## src/rtl/bus_arbiter.sv

```systemverilog
// bus_arbiter: CPU/DMA bus ownership FSM with a DMA burst limit and a guaranteed CPU cooldown.
// Outputs are registered from the next state, so ADE and dma_grant are never high together.
module bus_arbiter #(
    parameter int BURST_MAX = 16,
    parameter int CPU_MIN   = 4
) (
    input  logic       clock,
    input  logic       rst_n,
    input  logic       dma_req,
    input  logic       dma_done,
    input  logic       cpu_idle,
    output logic       ADE,
    output logic       dma_grant,
    output logic       preempt,
    output logic [1:0] state
);
    localparam logic [1:0] CPU_BUS  = 2'b00;
    localparam logic [1:0] HANDOVER = 2'b01;
    localparam logic [1:0] DMA_BUS  = 2'b10;
    localparam logic [1:0] RETURN   = 2'b11;
    localparam logic [7:0] BURST_LAST = 8'(BURST_MAX - 1);
    localparam logic [7:0] COOL_LOAD  = 8'(CPU_MIN);
    logic [1:0] next_state;
    logic [7:0] burst_cnt;
    logic [7:0] cool_cnt;
    logic       burst_end;
    always_comb begin
        burst_end  = burst_cnt == BURST_LAST;
        next_state = (state == CPU_BUS)  ? ((dma_req && cool_cnt == 8'd0) ? HANDOVER : CPU_BUS) :
                     (state == HANDOVER) ? (!dma_req ? CPU_BUS : (cpu_idle ? DMA_BUS : HANDOVER)) :
                     (state == DMA_BUS)  ? ((dma_done || !dma_req || burst_end) ? RETURN : DMA_BUS) :
                                           CPU_BUS;
    end
    // preempt only flags a forced revocation; a coincident dma_done is a normal completion
    always_ff @(posedge clock or negedge rst_n) begin
        if (!rst_n) begin
            state     <= CPU_BUS;
            ADE       <= 1'b1;
            dma_grant <= 1'b0;
            preempt   <= 1'b0;
            burst_cnt <= 8'd0;
            cool_cnt  <= 8'd0;
        end else begin
            state     <= next_state;
            ADE       <= next_state == CPU_BUS;
            dma_grant <= next_state == DMA_BUS;
            preempt   <= state == DMA_BUS && burst_end && !dma_done && dma_req;
            burst_cnt <= (state == DMA_BUS) ? burst_cnt + 8'd1 : 8'd0;
            cool_cnt  <= (state == RETURN) ? COOL_LOAD :
                         (state == CPU_BUS && cool_cnt != 8'd0) ? cool_cnt - 8'd1 : cool_cnt;
        end
    end
endmodule
```

## config.mk

```make
export PLATFORM = sky130hd
export DESIGN_NAME = bus_arbiter
export DESIGN_NICKNAME = d
export VERILOG_FILES = /design/src/rtl/bus_arbiter.sv
export SDC_FILE = /design/constraint.sdc
export NUM_CORES = 1
export LEC_CHECK = 0
export ABC_CLOCK_PERIOD_IN_PS = 2150
export CAP_MARGIN = 20
export CORE_UTILIZATION = 30
export CTS_BUF_LIST = sky130_fd_sc_hd__clkbuf_8 sky130_fd_sc_hd__clkbuf_16
export CTS_CLUSTER_DIAMETER = 60
export DETAILED_ROUTE_END_ITERATION = 10
export GPL_TIMING_DRIVEN = 1
export PLACE_DENSITY = 0.57
export SLEW_MARGIN = 20
export SYNTH_ARGS = -nofsm -noshare
export SYNTH_HDL_FRONTEND = slang
export SYNTH_SLANG_ARGS = --single-unit
export TNS_END_PERCENT = 20
```

## constraint.sdc

```tcl
create_clock -name clock -period 2.15 [get_ports clock]
set_input_delay 0.43 -clock clock [delete_from_list [all_inputs] [get_ports clock]]
set_output_delay 0.43 -clock clock [all_outputs]
set_load 0.02 [all_outputs]
```

Yosys cells after proc, flatten, opt, wreduce, memory -nomap -nowiden --
Cells that the tools add are included.
Storage, ports and cells: word-level logic and storage cells 37, input port bits 5, flip-flop bits (word level) 21
Operators by class: reduce and logical (&&, ||, !) cells 14, mux-type cells 10, $add $sub $neg 2, equality and inequality tests 5
Operators with widths (count):
- two-way mux 8 bit | 3
- two-way mux 2 bit | 5
- adder 8 x 1 -> 8 bit, second input constant | 1
- == test 8 x 4 -> 1 bit, second input constant | 1
- logical NOT 8 bit | 1
- nonzero test 8 bit | 1
- subtractor 8 x 1 -> 8 bit, second input constant | 1
- == test 2 bit, second input constant | 3
- logical AND 1 bit | 5
- logical NOT 2 bit | 2
- == test 2 x 1 -> 1 bit, second input constant | 1
- logical NOT 1 bit | 2
- logical OR 1 bit | 2
- two-way mux 1 bit | 2
- nonzero test 2 bit | 1

Longest topological paths before layout --
Gate-level depths: netlist of run 1.
depth after elaboration 8, mapped depth 6, gate-level depth less buffers 5

Worst setup path before layout of run 1 --
OpenSTA, ideal clock, no wires.
path type reg-to-reg, from register cool_cnt[3], to register cool_cnt[7], arrival time 1.590 ns, data required time 2.023 ns, cell stages (with the launch flop) 5, period minus slack after synthesis 1.717 ns, setup slack 0.433 ns, cells stage by stage dfrtp_1 > or4_4 > or4_4 > o211ai_2 > o31ai_2
On the way: longest elaborated chain between the ends 3, elaborated cells on any way between the ends 6
RTL lines:
- start, declared | RTL line 25 | logic [7:0] cool_cnt;
- start signal, assigned | RTL line 49 | cool_cnt <= (state == RETURN) ? COOL_LOAD :
- subtractor 8 x 1 -> 8 bit or nonzero test 8 bit (tied branches) | RTL line 50 | (state == CPU_BUS && cool_cnt != 8'd0) ? cool_cnt - 8'd1 : cool_cnt;
- two-way mux 8 bit or logical AND 1 bit (tied branches) | RTL line 50
- two-way mux 8 bit or nonzero test 2 bit (tied branches)
Several ways; a longest one is shown, not always the timed one. The select of a mux whose other input is x is not followed. A chain may end at the register's enable or synchronous reset.

Worst setup path after layout of run 1 --
from register state[1], to output state[1]
RTL lines:
- start, declared | RTL line 15 | output logic [1:0] state
- start signal, assigned | RTL line 44 | state <= next_state;
No word-level cell between the ends.

==> run metrics, run 1 <==
vias in the first global route=721; Wirelength per Cell=13.2 µm; HPWL after DPL=1.40 mm; CP top delay family=buffers and inverters; share of layout cells above drive strength 1=11.9%; Root Driver=clkbuf_8; syn nets=98; cell count after synthesis=90; Buffers & Inverters on Critical Path=1; largest area contributor in the netlist=dfrtp_1; critical path depth=1; number of distinct library cells after synthesis=33; Max-Cap Viols=0; synthesized area=991 µm²; peak per-stage delay on the critical path=660 ps; Clock Sinks=21; RePlAce Congestion=0.829; RSZ-0062 raised after global routing=no; area of the multi-input gates=434 µm²; Hold WC Path Type=in2async; critical path class=reg2out; PwrDens=1200 nW/µm²; Post-CTS Hold Fix Bufs=0; Die Area=3540 µm²; # diodes=0; setup ws final=261 ps; vias post-DR=726; Worst-Margin Slew=532 ps; Setup WS pre-CTS=364 ps; pin count of the biggest net entering global routing=13; Inserted Clock Buffers=3; CTS tree=built; DRT Wirelength=1.92 mm; Setup Skew=5.52 ps; post-cts sizing count=0; Bufs on Longest Clock Path=2; setup_tns=0 ps; clk_lat worst skew=260 ps; grt ovf=0; initial antenna violation count=0; Avg Cell Area, Syn=11.0 µm²; Post-CTS Setup Bufs=0; CP endpoint kind=output pin; Slew HR=64.2%; Layout area overhead=18.2%; Critical Path AT=1460 ps; Setup crit start kind=flip-flop; Post-synth EDFFs=0; Synth Register Bits=21; top post-synthesis cells by area=dfrtp_1 (51%), nor2_1 (4.2%), ha_1 (3.8%), mux2i_1 (3.0%), nand3_1 (3.0%); final hold vios=0; cell depth of the worst flop-to-flop path=4; Initial Util=31.9%; remaining antenna violation count=0; Inst Count DP=141; clk slew on worst S/H paths=80 ps; Post-layout nets=110; maximum vdd drop=0.000533 V; Seq/Total Area, Yosys=53.2%; FF/Latch Area=527 µm²; Core ar.=3100 µm²; post-synth top area share=50.5%; Die Height=59.5 µm; worst path required time=1720 ps; Synth Warn #=0; drt pass-1 iters=4; most frequent cells in the layout=dfrtp_1 (20), nor2_1 (11), clkdlybuf4s50_1 (9); Initial DRC Count=38; Slew Viols, Final=0; most common cell after layout, fill and taps aside=dfrtp_1; Min Clock Period, post-route=1890 ps; Most used DFF post-synth=dfrtp_1; first-pass GRT wire length=3.34 mm; final setup fails=0; final period utilization=87.9%; GRT Util Overall=13.1%; Die X=59.5 µm; slowest CP cell=clkdlybuf4s50_1; Cell Chain, Critical Path=clkdlybuf4s50_1; final non-filler cell total=145; fillcell total=317; vias per cell=5.01; fmax=529 MHz; critical path peak fanout=10; DRC violations left=0; Leak=0.493 nW; port bufs=9; CTS H-tree depth=1; number of core rows=20; Post-synth ARST share=100%; number of top-level pins=10; status=complete, no violations
synthesized netlist by cell type, types with 2 or more instances:
master     n
xor2_1     2
a21oi_1    2
or4_4      2
dfrtp_1   20
clkbuf_1   2
nand3_1    6
o21ai_0    3
nor2_1    11
inv_1      3
nand2_1    8
nor4_1     3
xnor2_1    3
ha_1       3
mux2i_1    3
through the flow:
stage / total power, mW / hold WS [ps] / utilization, % / cell area [µm²]
CTS: 1.42 / 470 / 37.7 / 1170
global route: 1.51 / 489 / 37.7 / 1170
detailed placement: 1.15 / 460 / 36.3 / 1120
floorplan: 1.00 / 134 / - / 991
finish: 1.40 / 463 / 37.7 / 1170
global placement: 1.13 / 450 / 36.3 / 1120
registers in the layout (all words and copies together) (netlist names):
signal     count
burst_cnt      8
cool_cnt       8
state          2
ADE            1
dma_grant      1
preempt        1
report_power, final:
group	internal, mW	leakage, nW	switching [mW]
clock network	0.129	0.0255	0.133
logic	0.213	0.194	0.276
registers	0.512	0.273	0.137
routing by layer:
metal,share of wire [%],global-route usage (%),vias up,wire [µm]
li1,-,-,348,-
met1,48,16.6,358,917
met2,46,20.1,16,873
met3,5.2,4.15,4,99
met4,1.3,6.12,0,25
met5,0,0,-,0
logic make-up after synthesis:
| kind of cell | Yosys count | synth area share, % |
|---|---|---|
| AND/OR/NAND/NOR | 37 | 19.4 |
| flip-flops | 21 | 53.2 |
| AO/OA/AOI/OAI | 15 | 13.1 |
| buffers and inverters | 6 | 3.03 |
| XOR/XNOR | 5 | 4.42 |
| multiplexers | 3 | 3.03 |
| adder cells (fa/ha/maj) | 3 | 3.79 |
cell type report:
class	count	area share, %
inverter	3	0.962
sequential	21	45.0
tap	44	4.70
multi-input combinational	63	37.1
clock buffer	3	3.53
timing repair buffer	10	8.33
clock inverter	1	0.427
path summary, 6_finish.rpt:
path / slack, ps / end / start
max in group asynchronous: 1160 / cool_cnt[1] / rst_n
worst max-delay path: 260 / state[1] / state[1]
worst min-delay path: 460 / preempt / rst_n
worst min register to register: 470 / burst_cnt[0] / burst_cnt[0]
worst max register to register: 360 / cool_cnt[3] / cool_cnt[3]
min in group clock: 470 / burst_cnt[0] / burst_cnt[0]
Note: power is estimated with default switching activity, not from simulation.
==> run 2: changes to the inputs <==
- CORE_UTILIZATION: 30 -> 54
- PLACE_DENSITY: 0.57 -> 0.86
==> run 2 against run 1 <==
  * Maximum frequency grew 1.5%
  * Flip-flop and latch count is the same
  * Global-route usage grew 7.4 points
  * Sequential share of layout area grew 0.98 points
  * Worst setup slack gained 28 ps
  * First-iteration DRC count shrank 66%
  * Register-to-register slack lost 40 ps
  * Total power shrank 1.9%
  * Clock-buffer cell count is the same
  * Utilization grew 29 points
  * Critical path depth is the same
  * Combinational power is essentially flat
  * Critical endpoint unchanged
  * Largest power group unchanged
  * Highest routed layer unchanged
==> run metrics, run 2 (same netlist as run 1, synthesis figures left out) <==
Sw Ratio=37.9% (-1.1 points); Register-to-Register Setup Slack=320 ps (-40 ps); RePlAce Congestion=0.857 (+3.4%); Root Driver=clkbuf_8; critical path peak fanout=10 (unchanged); clk slew on worst S/H paths=70 ps (about the same); worst hold slack=450 ps (-13.2 ps); total chip power=1.38 mW (-1.9%); fin util=66.4% (+29 points); Max-Cap Viols=0 (unchanged); peak per-stage delay on the critical path=660 ps (about the same); DRT Wirelength=1.65 mm (-14%); Buffers & Inverters on Critical Path=1 (unchanged); Post-layout nets=110 (unchanged); final setup fails=0 (unchanged); pin count of the biggest net entering global routing=14 (+1); final non-filler cell total=126 (-13%); cell depth of the worst flop-to-flop path=4 (unchanged); vias per cell=5.57 (+11%); Slew HR=63.5% (-0.72 points); vias in the first global route=688 (-4.6%); PwrDens=1200 nW/µm² (+0.29%); maximum vdd drop=0.000703 V (+32%); GRT Util Overall=20.4% (+7.4 points); RSZ-0062 raised after global routing=no; final hold vios=0 (unchanged); initial antenna violation count=0 (unchanged); Die X=44.8 µm (-25%); CP top delay family=buffers and inverters; Critical Path AT=1430 ps (-30 ps); critical path depth=1 (unchanged); Post-CTS Hold Fix Bufs=0 (unchanged); Worst-Margin Slew=543 ps (+10.7 ps); vias post-DR=702 (-3.3%); most frequent cells in the layout=dfrtp_1 (20), nor2_1 (11), clkdlybuf4s50_1 (9); worst path required time=1720 ps (about the same); Layout area overhead=15.7%; clk_lat worst skew=260 ps (about the same); fmax=537 MHz (+1.5%); Bufs on Longest Clock Path=2 (unchanged); number of top-level pins=10 (unchanged); critical path class=reg2out; status=complete, no violations; Int Pwr=854 µW (-0.10%); Setup crit start kind=flip-flop; P_sw=522 µW (-4.6%); sequential power share=46.7% (+0.4 points); Hold WC Path Type=in2async; share of layout cells above drive strength 1=10.9% (-0.99 points); Initial Util=57.4% (+25 points); # diodes=0 (unchanged); post-cts sizing count=0 (unchanged); grt ovf=0 (unchanged); slowest CP cell=clkdlybuf4s50_1; HPWL after DPL=1.21 mm (-13%); fillcell total=142 (-55%); most common cell after layout, fill and taps aside=dfrtp_1; Core ar.=1730 µm² (-44%); Slew Viols, Final=0 (unchanged); CTS tree=built; drt pass-1 iters=4 (unchanged); first-pass GRT wire length=2.91 mm (-13%); Clock Sinks=21 (unchanged); number of core rows=15 (-25%); remaining antenna violation count=0 (unchanged); Cell Chain, Critical Path=clkdlybuf4s50_1; terminus of the critical flop-to-flop path=cool_cnt[5]; final period utilization=86.6% (-1.3 points); Post-CTS Setup Bufs=0 (unchanged); Setup Skew=5.36 ps (-0.157 ps); CTS H-tree depth=1 (unchanged); port bufs=9 (unchanged); Inst Count DP=122 (-13%); Die Height=44.8 µm (-25%); DRC violations left=0 (unchanged); Min Clock Period, post-route=1860 ps (-27.7 ps); clock power share=17.8% (-0.9 points); Die Area=2010 µm² (-43%); CP endpoint kind=output pin; Leak=0.494 nW (+0.29%); Worst R2R Start=cool_cnt[3]; setup_tns=0 ps (unchanged); Wirelength per Cell=13.1 µm (-0.96%); largest registers=burst_cnt x8, cool_cnt x8, state x2; Initial DRC Count=13 (-66%); Inserted Clock Buffers=3 (unchanged); logic gate share of total power=35.5% (+0.6 points)
[run 2: metrics by stage]
| stage | worst slack, ps | cell area, µm² |
|---|---|---|
| finish | 289 | 1150 |
| detailed placement | 355 | 1100 |
| global route | 90.0 | 1150 |
| floorplan | 433 | 991 |
| CTS | 285 | 1150 |
| global placement | 386 | 1100 |
[run 2: per-layer routing]
layer | routed length, µm | vias to the layer above | global-route usage, %
met3 | 74 | 5 | 8.40
met5 | 0 | - | 0
li1 | - | 347 | -
met1 | 725 | 338 | 24.5
met2 | 830 | 12 | 32.6
met4 | 19 | 0 | 8.48
[run 2: area by class of cell]
class                   count  area [µm²]  area share (%)
flip-flops and latches     21         527            46.0
multi-input cells          63         434            37.9
repair buffers             10        97.6            8.52
clock buffers               3        41.3            3.60
well taps                  25        31.3            2.73
inverters                   3        11.3           0.983
clock inverters             1        3.75           0.328
[run 2: power by group through the flow]
stage,combinational (mW),clock [mW],sequential (mW)
2_1_floorplan,0.358,0,0.647
3_3_place_gp,0.475,0,0.644
3_5_place_dp,0.490,0,0.646
4_1_cts,0.492,0.254,0.642
5_1_grt,0.547,0.276,0.660
6_report,0.488,0.245,0.643
[run 2: worst max-delay path by stage]
stage / startpoint / to / slack (ps)
after CTS: state[1] / state[1] / 280
final: state[1] / state[1] / 290
after global routing: cool_cnt[3] / cool_cnt[5] / 90
after detailed placement: cool_cnt[3] / cool_cnt[5] / 350
after global placement: dma_done / dma_grant / 390
after floorplan: cool_cnt[3] / cool_cnt[7] / 430
==> run 3: changes to the inputs <==
- GPL_ROUTABILITY_DRIVEN: default -> 0
- HOLD_SLACK_MARGIN: default -> 0.15
==> results of run 3 <==
Same layout as run 2: the final DEF is identical, and so are final timing and power.
